==> src/rtl/knap_pkg.sv <==
// Shared definitions for the knap_enum candidate enumerator: default item
// count, FSM state encoding and the solution-counter width derivation.
package knap_pkg;

   localparam int N_ITEMS_DEF = 24;

   typedef enum logic [1:0] {
      ST_IDLE = 2'd0,
      ST_SCAN = 2'd1,
      ST_DONE = 2'd2
   } knap_state_e;

   // Counter is one bit wider than the item count so 2^N_ITEMS hits fit.
   function automatic int cnt_width(input int n_items);
      return n_items + 1;
   endfunction

endpackage

==> src/rtl/knap_enum.sv <==
// Exhaustive subset enumerator: walks cand from 0 to all-ones, one candidate per
// cycle, and records the first feasible one. Optional macro KNAP_ENUM_COUNT_EN
// adds a saturating hit counter (sol_count, CNT_W) and scans the whole space.
//
// Handshake: start is a one-cycle pulse accepted only in IDLE/DONE (start beats
// abort there); abort is acted on only in SCAN and beats a same-cycle hit;
// valid_in is the checker's combinational verdict on the cand of that cycle.
module knap_enum
   import knap_pkg::*;
#(
   parameter int N_ITEMS = N_ITEMS_DEF
`ifdef KNAP_ENUM_COUNT_EN
   ,
   parameter int CNT_W   = cnt_width(N_ITEMS)
`endif
) (
   input  logic               clk,
   input  logic               rst,
   input  logic               start,
   input  logic               abort,
   output logic [N_ITEMS-1:0] cand,
   input  logic               valid_in,
   output logic               busy,
   output logic               done,
   output logic               found,
   output logic [N_ITEMS-1:0] solution,
`ifdef KNAP_ENUM_COUNT_EN
   output logic [CNT_W-1:0]   sol_count,
`endif
   output knap_state_e        dbg_state
);

   localparam logic [N_ITEMS-1:0] CAND_MAX = '1;

   knap_state_e        state_q, state_d;
   logic [N_ITEMS-1:0] cand_q, cand_d;
   logic               found_q, found_d;
   logic [N_ITEMS-1:0] sol_q, sol_d;
   logic               last_cand;
   logic               first_hit;

`ifdef KNAP_ENUM_COUNT_EN
   localparam logic [CNT_W-1:0] CNT_MAX = '1;
   logic [CNT_W-1:0]   cnt_q, cnt_d;
`endif

   assign last_cand = (cand_q == CAND_MAX);
   assign first_hit = valid_in && !found_q;

   always_ff @(posedge clk or posedge rst) begin
      if (rst) begin
         state_q <= ST_IDLE;
         cand_q  <= '0;
         found_q <= 1'b0;
         sol_q   <= '0;
`ifdef KNAP_ENUM_COUNT_EN
         cnt_q   <= '0;
`endif
      end else begin
         state_q <= state_d;
         cand_q  <= cand_d;
         found_q <= found_d;
         sol_q   <= sol_d;
`ifdef KNAP_ENUM_COUNT_EN
         cnt_q   <= cnt_d;
`endif
      end
   end

   always_comb begin
      state_d = state_q;
      cand_d  = cand_q;
      found_d = found_q;
      sol_d   = sol_q;
`ifdef KNAP_ENUM_COUNT_EN
      cnt_d   = cnt_q;
`endif
      case (state_q)
         ST_IDLE, ST_DONE: begin
            if (start) begin
               state_d = ST_SCAN;
               cand_d  = '0;
               found_d = 1'b0;
               sol_d   = '0;
`ifdef KNAP_ENUM_COUNT_EN
               cnt_d   = '0;
`endif
            end
         end
         ST_SCAN: begin
            if (abort) begin
               state_d = ST_IDLE;
               found_d = 1'b0;
               sol_d   = '0;
            end else begin
               if (first_hit) begin
                  found_d = 1'b1;
                  sol_d   = cand_q;
               end
`ifdef KNAP_ENUM_COUNT_EN
               if (valid_in && (cnt_q != CNT_MAX))
                  cnt_d = cnt_q + 1'b1;
               if (last_cand)
                  state_d = ST_DONE;
               else
                  cand_d = cand_q + 1'b1;
`else
               // cand is frozen on the terminating sample so it shows the hit.
               if (valid_in || last_cand)
                  state_d = ST_DONE;
               else
                  cand_d = cand_q + 1'b1;
`endif
            end
         end
         default: state_d = ST_IDLE;
      endcase
   end

   assign cand      = cand_q;
   assign busy      = (state_q == ST_SCAN);
   assign done      = (state_q == ST_DONE);
   assign found     = found_q;
   assign solution  = sol_q;
   assign dbg_state = state_q;
`ifdef KNAP_ENUM_COUNT_EN
   assign sol_count = cnt_q;
`endif

endmodule

==> config.mk <==
export PLATFORM = sky130hd
export DESIGN_NAME = knap_enum
export DESIGN_NICKNAME = d
export VERILOG_FILES = /design/src/rtl/knap_pkg.sv /design/src/rtl/knap_enum.sv
export SDC_FILE = /design/constraint.sdc
export NUM_CORES = 1
export LEC_CHECK = 0
export CAP_MARGIN = 5
export CORE_ASPECT_RATIO = 2
export CORE_MARGIN = 5
export CORE_UTILIZATION = 45
export DETAILED_ROUTE_END_ITERATION = 8
export PLACE_DENSITY = 0.73
export SYNTH_ARGS = -nofsm -noshare
export SYNTH_HDL_FRONTEND = slang
export SYNTH_SLANG_ARGS = --single-unit
==> constraint.sdc <==
create_clock -name clk -period 3.1 [get_ports clk]
set_input_delay 0.775 -clock clk [delete_from_list [all_inputs] [get_ports clk]]
set_output_delay 0.775 -clock clk [all_outputs]
set_load 0.005 [all_outputs]
==> results of run 1 <==
## cells by family after synthesis
logic type / synth area share, %
fa+ha+maj: 0.5149
simple gates: 17.20
xor+xnor: 1.442
flops: 52.52
mux: 0.8239
compound gates: 22.76
buf+inv: 4.737
## worst max path at each step
stage                       startpoint        to  slack [ps]  cells after the start
after floorplan                  abort   cand[2]        1050                      5
after global placement           abort  cand[16]         390                      6
after detailed placement         abort  cand[16]         330                      6
after CTS                 dbg_state[1]      busy         580                      3
after global routing      dbg_state[1]      busy         520                      3
final                     dbg_state[1]      busy         590                      3
## cell type report
cell class / instances / area (µm²)
Fill cell: 456 / 2142
Sequential cell: 51 / 1276
Multi-Input combinational cell: 141 / 1050
Timing Repair Buffer: 64 / 635.6
Tap cell: 60 / 75.07
Clock buffer: 5 / 68.82
Clock inverter: 3 / 43.79
Inverter: 9 / 33.78
## metal layers
metal / global-route usage, % / up-vias
li1: - / 930
met1: 23.97 / 1011
met2: 30.06 / 69
met3: 4.077 / 14
met4: 7.082 / 0
met5: 0 / -
## cells in the mapped netlist (2+ instances only)
| cell | number |
|---|---|
| a211o_1 | 2 |
| a21oi_1 | 3 |
| a22o_1 | 32 |
| a31oi_1 | 9 |
| a41oi_1 | 3 |
| and3_1 | 5 |
| buf_2 | 2 |
| buf_6 | 3 |
| clkbuf_1 | 4 |
| dfrtp_1 | 51 |
| inv_1 | 8 |
| mux2i_1 | 2 |
| nand2_1 | 14 |
| nand2b_1 | 2 |
| nand3_1 | 10 |
| nand4_1 | 5 |
| nor2_1 | 7 |
| nor2b_1 | 3 |
| nor3_1 | 5 |
| nor4_1 | 2 |
| nor4_4 | 3 |
| o21ai_0 | 2 |
| o21ai_1 | 4 |
| o22ai_1 | 4 |
| or2b_1 | 3 |
| or3_1 | 2 |
| xor2_1 | 3 |
## worst max-delay path: stages (launching register included)
cell	delay (ps)
dfrtp_1	400
nand2b_1	310
inv_1	190
clkdlybuf4s50_1	520
## flip-flops by register name (all words and copies together), names as in the netlist
register	count
cand	24
dbg_state	2
solution	24
found	1
## power by group
group	internal (W)	switching [W]
clock network	0.000241	0.000230
logic	0.0000761	0.000102
registers	0.000680	0.0000202
## cell usage in the layout (no fill, tap or decap), drive strengths merged, types with 2 or more instances in the layout
master / Yosys / layout
clkdlybuf4s50: 0 / 57
or2b: 3 / 3
nand4: 6 / 6
nor3: 5 / 5
inv: 9 / 9
buf: 7 / 7
clkinv: 0 / 2
a21oi: 3 / 3
clkbuf: 4 / 5
nor4: 5 / 5
mux2i: 2 / 2
xor2: 3 / 3
o22ai: 4 / 4
nor2b: 3 / 3
or3: 3 / 3
nand2b: 2 / 2
nand2: 14 / 14
a211o: 2 / 2
a22o: 32 / 32
and3: 5 / 5
nor2: 8 / 8
a41oi: 4 / 4
o21ai: 6 / 6
dfrtp: 51 / 51
nand3: 10 / 10
a31oi: 9 / 9
## through the flow
| step | cell area [µm²] | util, % | setup WS, ps |
|---|---|---|---|
| global route | 3183 | 59.77 | 521.5 |
| detailed placement | 3070 | 57.66 | 328.3 |
| finish | 3183 | 59.77 | 593.1 |
| floorplan | 2430 | - | 1047 |
| CTS | 3183 | 59.77 | 579.3 |
| global placement | 3070 | 57.66 | 386.6 |
==> metrics.txt, run 1 <==
cells on worst reg2reg path 6; number of placed I/O pins 58; ys async rst share 100.0%; root buffer selected by CTS clkbuf_8; Leakage 1.409 nW; total standard cell area after synthesis 2430 µm²; minimum setup slack among reg-to-reg paths 720 ps; top-area cell type share of the netlist area 52.52%; worst hold path startpoint solution[6]; number of unique standard cell types used by synthesis 46; number of standard cells after synthesis 212; measured slew at the worst slew-check pin 595.6 ps; Tcrit/Tclk final 80.87%; number of endpoints with negative hold slack in the final report 0; P&R area growth vs syn 31.00%; Min Hold Slack 506.9 ps; main flop type after synthesis dfrtp_1; total routing usage reported by global routing 18.74%; Mapped Nets 218; number of sinks on the clock net 51; routed length per instance 18.30 µm; remaining antenna violation count after routing 0; critical path required time 2320 ps; setup fix buffers added after clock tree synthesis 0; diode insertion count for antenna repair 0; shortest clock period the worst path allows after layout 2507 ps; Avg Vias per Cell 6.078; Total Die Area 7058 µm²; # hold bufs at CTS 0; wire length of the first global-routing pass 10160 µm; Maximum Capacitance Violations 0; Bufs on Longest Clock Path 2; worst-skew pair later-pin latency 310 ps; hold depth 1; worst vdd ir 0.3840 mV; htree depth 2; Port Buffer Count 57; routed length on met3 333 µm; detailed-routing iteration count for the pre-antenna-repair pass 4; top routing layer in use met4; Critical Path Sink Type primary output; Iteration-0 DRC Markers 62; Vias 2024; launching point of the worst reg2reg path cand[0]; antenna violations before repair 0; dpl hpwl 4313 µm; overall power of the completed layout 0.001348 W; number of max-slew violations in the final report 0; fraction of final layout cells sized beyond drive strength 1 9.890%; total met2 wirelength after detailed routing 2988 µm; number of global-route vias before repair 2079; class of the tightest hold or removal check flip-flop to flip-flop; endpoints failing setup 0; worst slew margin relative to its limit 59.99%; overall overflow remaining after global route 0; maximum clock skew at final layout 5.264 ps; starting utilization of the core area 45.63%; Pwr Density 423.6 nW/µm²; routed wire length 6093 µm; Yosys warnings 0; standard-cell rows 38; worst hold path endpoint solution[6]; die span in y 113.9 µm; summed negative setup slack over all endpoints 0 ps; synthesis-stage register bit count 51; clock tree from TritonCTS built; non-filler instance count after layout 333; most area-consuming cells after synthesis dfrtp_1, a22o_1, nor4_4; critical path type flip-flop to primary output; post-detailed-route DRC marker count 0; outcome finished, final reports clean; RSZ-0062 raised after global routing false; clock transition at the register clock pins on the worst setup and hold paths after CTS 100 ps; Inst Count DP 325; kind of launch point of the worst setup path flip-flop; M1 WL 2613 µm; number of flops mapped to enable cells by yosys 0; RR Endpoint cand[23]; pin count of the biggest net entering global routing 29; FMAX 398.9 MHz; data arrival at the endpoint of the critical path 1730 ps; core box area 5325 µm²; net total in the final layout 278; cts repair resizes 0; cts bufs inserted 5; Placer Congestion 0.8312; Die Width 61.96 µm; Mean Syn Cell Area 11.46 µm²; critical-path maximum fanout 8; cell type with the highest aggregate area in the netlist dfrtp_1; share of synthesized area occupied by flip-flops and latches 52.52%
Power figures use the tool's default switching activity.
==> run 2: changes to the inputs <==
- PLACE_DENSITY: 0.73 -> 0.76
- clock period: 3.1 -> 2.2 ns (I/O delays scaled with it)
==> run 2 against run 1 <==
  * Register-to-register slack got worse by 510 ps
  * Critical path depth did not move
  * Clock power rose by 32%
  * Core utilization rose by 3.0 points
  * Worst hold slack barely moved
  * Largest cell class unchanged
  * Sequential share of layout area fell by 1.9 points
  * Die area did not move
  * Worst setup slack got worse by 500 ps
  * Cell count rose by 6.0%
  * Power rose by 40%
  * Design area rose by 5.0%
==> metrics.txt, run 2 (same netlist as run 1, synthesis figures left out) <==
worst setup timing slack at the placement stage -225.6 ps (-553.9 ps); Port Buffer Count 57 (unchanged); fraction of final layout cells sized beyond drive strength 1 16.72% (+6.8 points); smallest setup slack after layout 91.36 ps (-501.7 ps); htree depth 2 (unchanged); clock transition at the register clock pins on the worst setup and hold paths after CTS 80 ps (-20 ps); Leakage 1.510 nW (+7.2%); kind of launch point of the worst setup path flip-flop; outcome finished, final reports clean; overall overflow remaining after global route 0 (unchanged); remaining antenna violation count after routing 0 (unchanged); Maximum Capacitance Violations 0 (unchanged); endpoints failing setup 0 (unchanged); number of endpoints with negative hold slack in the final report 0 (unchanged); Critical Path Sink Type primary output; design internal power 0.001418 W (+42%); clock tree from TritonCTS built; worst slew margin relative to its limit 57.21% (-2.8 points); wire length of the first global-routing pass 10390 µm (+2.2%); number of global-route vias before repair 2178 (+4.8%); Pwr Density 564.0 nW/µm² (+33%); P&R area growth vs syn 37.59%; net total in the final layout 299 (+7.6%); Placer Congestion 0.8685 (+4.5%); critical path type flip-flop to primary output; class of the tightest hold or removal check flip-flop to flip-flop; measured slew at the worst slew-check pin 640.4 ps (+44.77 ps); commonest cells after routing, fill and taps aside clkdlybuf4s50_1, dfrtp_1, a22o_1; detailed-routing iteration count for the pre-antenna-repair pass 4 (unchanged); Bufs on Longest Clock Path 2 (unchanged); max incr delay on CP 500 ps (-20 ps); pin count of the biggest net entering global routing 32 (+10%); worst-path cell with the longest stage delay clkdlybuf4s50_1; dpl hpwl 4468 µm (+3.6%); worst-skew pair later-pin latency 300 ps (about the same); root buffer selected by CTS clkbuf_8; maximum clock skew at final layout 4.846 ps (-0.4182 ps); critical path required time 1650 ps (-670 ps); shortest clock period the worst path allows after layout 2109 ps; worst vdd ir 0.5539 mV (+44%); clock share of power 33.0% (-1.9 points); total routing usage reported by global routing 19.10% (+0.35 points); switching pwr 0.0004673 W (+33%); Tcrit/Tclk final 95.85%; Iteration-0 DRC Markers 65 (+4.8%); Avg Vias per Cell 5.907 (-2.8%); diode insertion count for antenna repair 0 (unchanged); die span in y 113.9 µm (unchanged); FMAX 474.2 MHz; cts bufs inserted 5 (unchanged); Total Die Area 7058 µm² (unchanged); Die Width 61.96 µm (unchanged); # hold bufs at CTS 0 (unchanged); Sw Share 24.78% (-1.3 points); standard-cell rows 38 (unchanged); antenna violations before repair 0 (unchanged); number of placed I/O pins 58 (unchanged); critical-path maximum fanout 6 (-2); cells on worst reg2reg path 8 (+2); number of sinks on the clock net 51 (unchanged); routed length per instance 17.35 µm (-5.2%); starting utilization of the core area 45.63% (unchanged); hold depth 1 (unchanged); number of max-slew violations in the final report 0 (unchanged); core box area 5325 µm² (unchanged); crit-path cells nand2b_1 > inv_2 > clkdlybuf4s50_1; power share of the combinational group 15.1% (+1.9 points); RSZ-0062 raised after global routing false; most common cell after layout, fill and taps aside clkdlybuf4s50_1; data arrival at the endpoint of the critical path 1560 ps (-170 ps); Finished Core Util 62.78% (+3.0 points); Min Hold Slack 507.1 ps (+0.2230 ps); Vias 2085 (+3.0%); part of the power in registers 52.0% (about the same); routed wire length 6125 µm (+0.53%); overall power of the completed layout 0.001886 W (+40%); post-detailed-route DRC marker count 0 (unchanged)
## run 2: cell types whose count changed in the layout (fill, tap and decap cells not counted)
cell	before	now
clkinv_4	1	0
nor2_4	1	2
buf_4	6	27
inv_2	2	3
clkinv_2	1	0
nand3_2	0	1
clkbuf_1	0	1
nand3_1	10	9
inv_1	7	6
nor2_1	6	5
## run 2: per-layer routing
layer  up-vias  routed length (µm)  global-route usage, %
met1      1036                2558                  24.74
met3        11                 307                  3.171
met2        68                3134                  30.82
li1        970                   -                      -
met4         0                 125                  7.365
met5         -                   0                      0
## run 2: cell type report
class                   count  area, µm²
clock inverters             1      30.03
inverters                   9      33.78
fillers                   414       1982
multi-input cells         141       1062
flip-flops and latches     51       1276
repair buffers             85      793.3
clock buffers               6      72.57
well taps                  60      75.07
## run 2: worst max-delay path: cells and delay by family (launching register included)
kind                   cells  cell delay [ps]
and+or+nand+nor            1              240
DFF                        1              400
buffers and inverters      2              620
## run 2: what timing repair did
action	CTS	global route
gates resized for setup	0	4
setup buffers	0	0
setup endpoints to repair	0	34
## run 2: metrics by stage
step / setup TNS (ps) / std cells / instance area [µm²]
after floorplan: 0 / 212 / 2430
after global placement: -4572 / 346 / 3228
after detailed placement: -7540 / 346 / 3228
after CTS: 0 / 353 / 3331
after global routing: 0 / 353 / 3343
final: 0 / 353 / 3343
## run 2: path summary, 6_finish.rpt
check / startpoint / end / slack, ps
worst max register to register: cand[1] / cand[22] / 210
max in group asynchronous: rst / solution[10] / 1270
worst min register to register: solution[8] / solution[8] / 510
worst max-delay path: dbg_state[1] / busy / 90
min in group asynchronous: rst / solution[2] / 590
worst min-delay path: solution[8] / solution[8] / 510
## run 2: power by group through the flow
stage               registers (W)  clock network [W]  logic, W
finish                   0.000980           0.000621  0.000284
detailed placement       0.000998                  0  0.000283
global placement         0.000995                  0  0.000277
floorplan                 0.00100                  0  0.000143
CTS                      0.000980           0.000637  0.000285
global route             0.000983           0.000668  0.000314
==> run 3: changes to the inputs <==
- HOLD_SLACK_MARGIN: not set -> 0.1
==> results of run 3 <==
Final layout, timing and power as in run 2 (identical DEF).
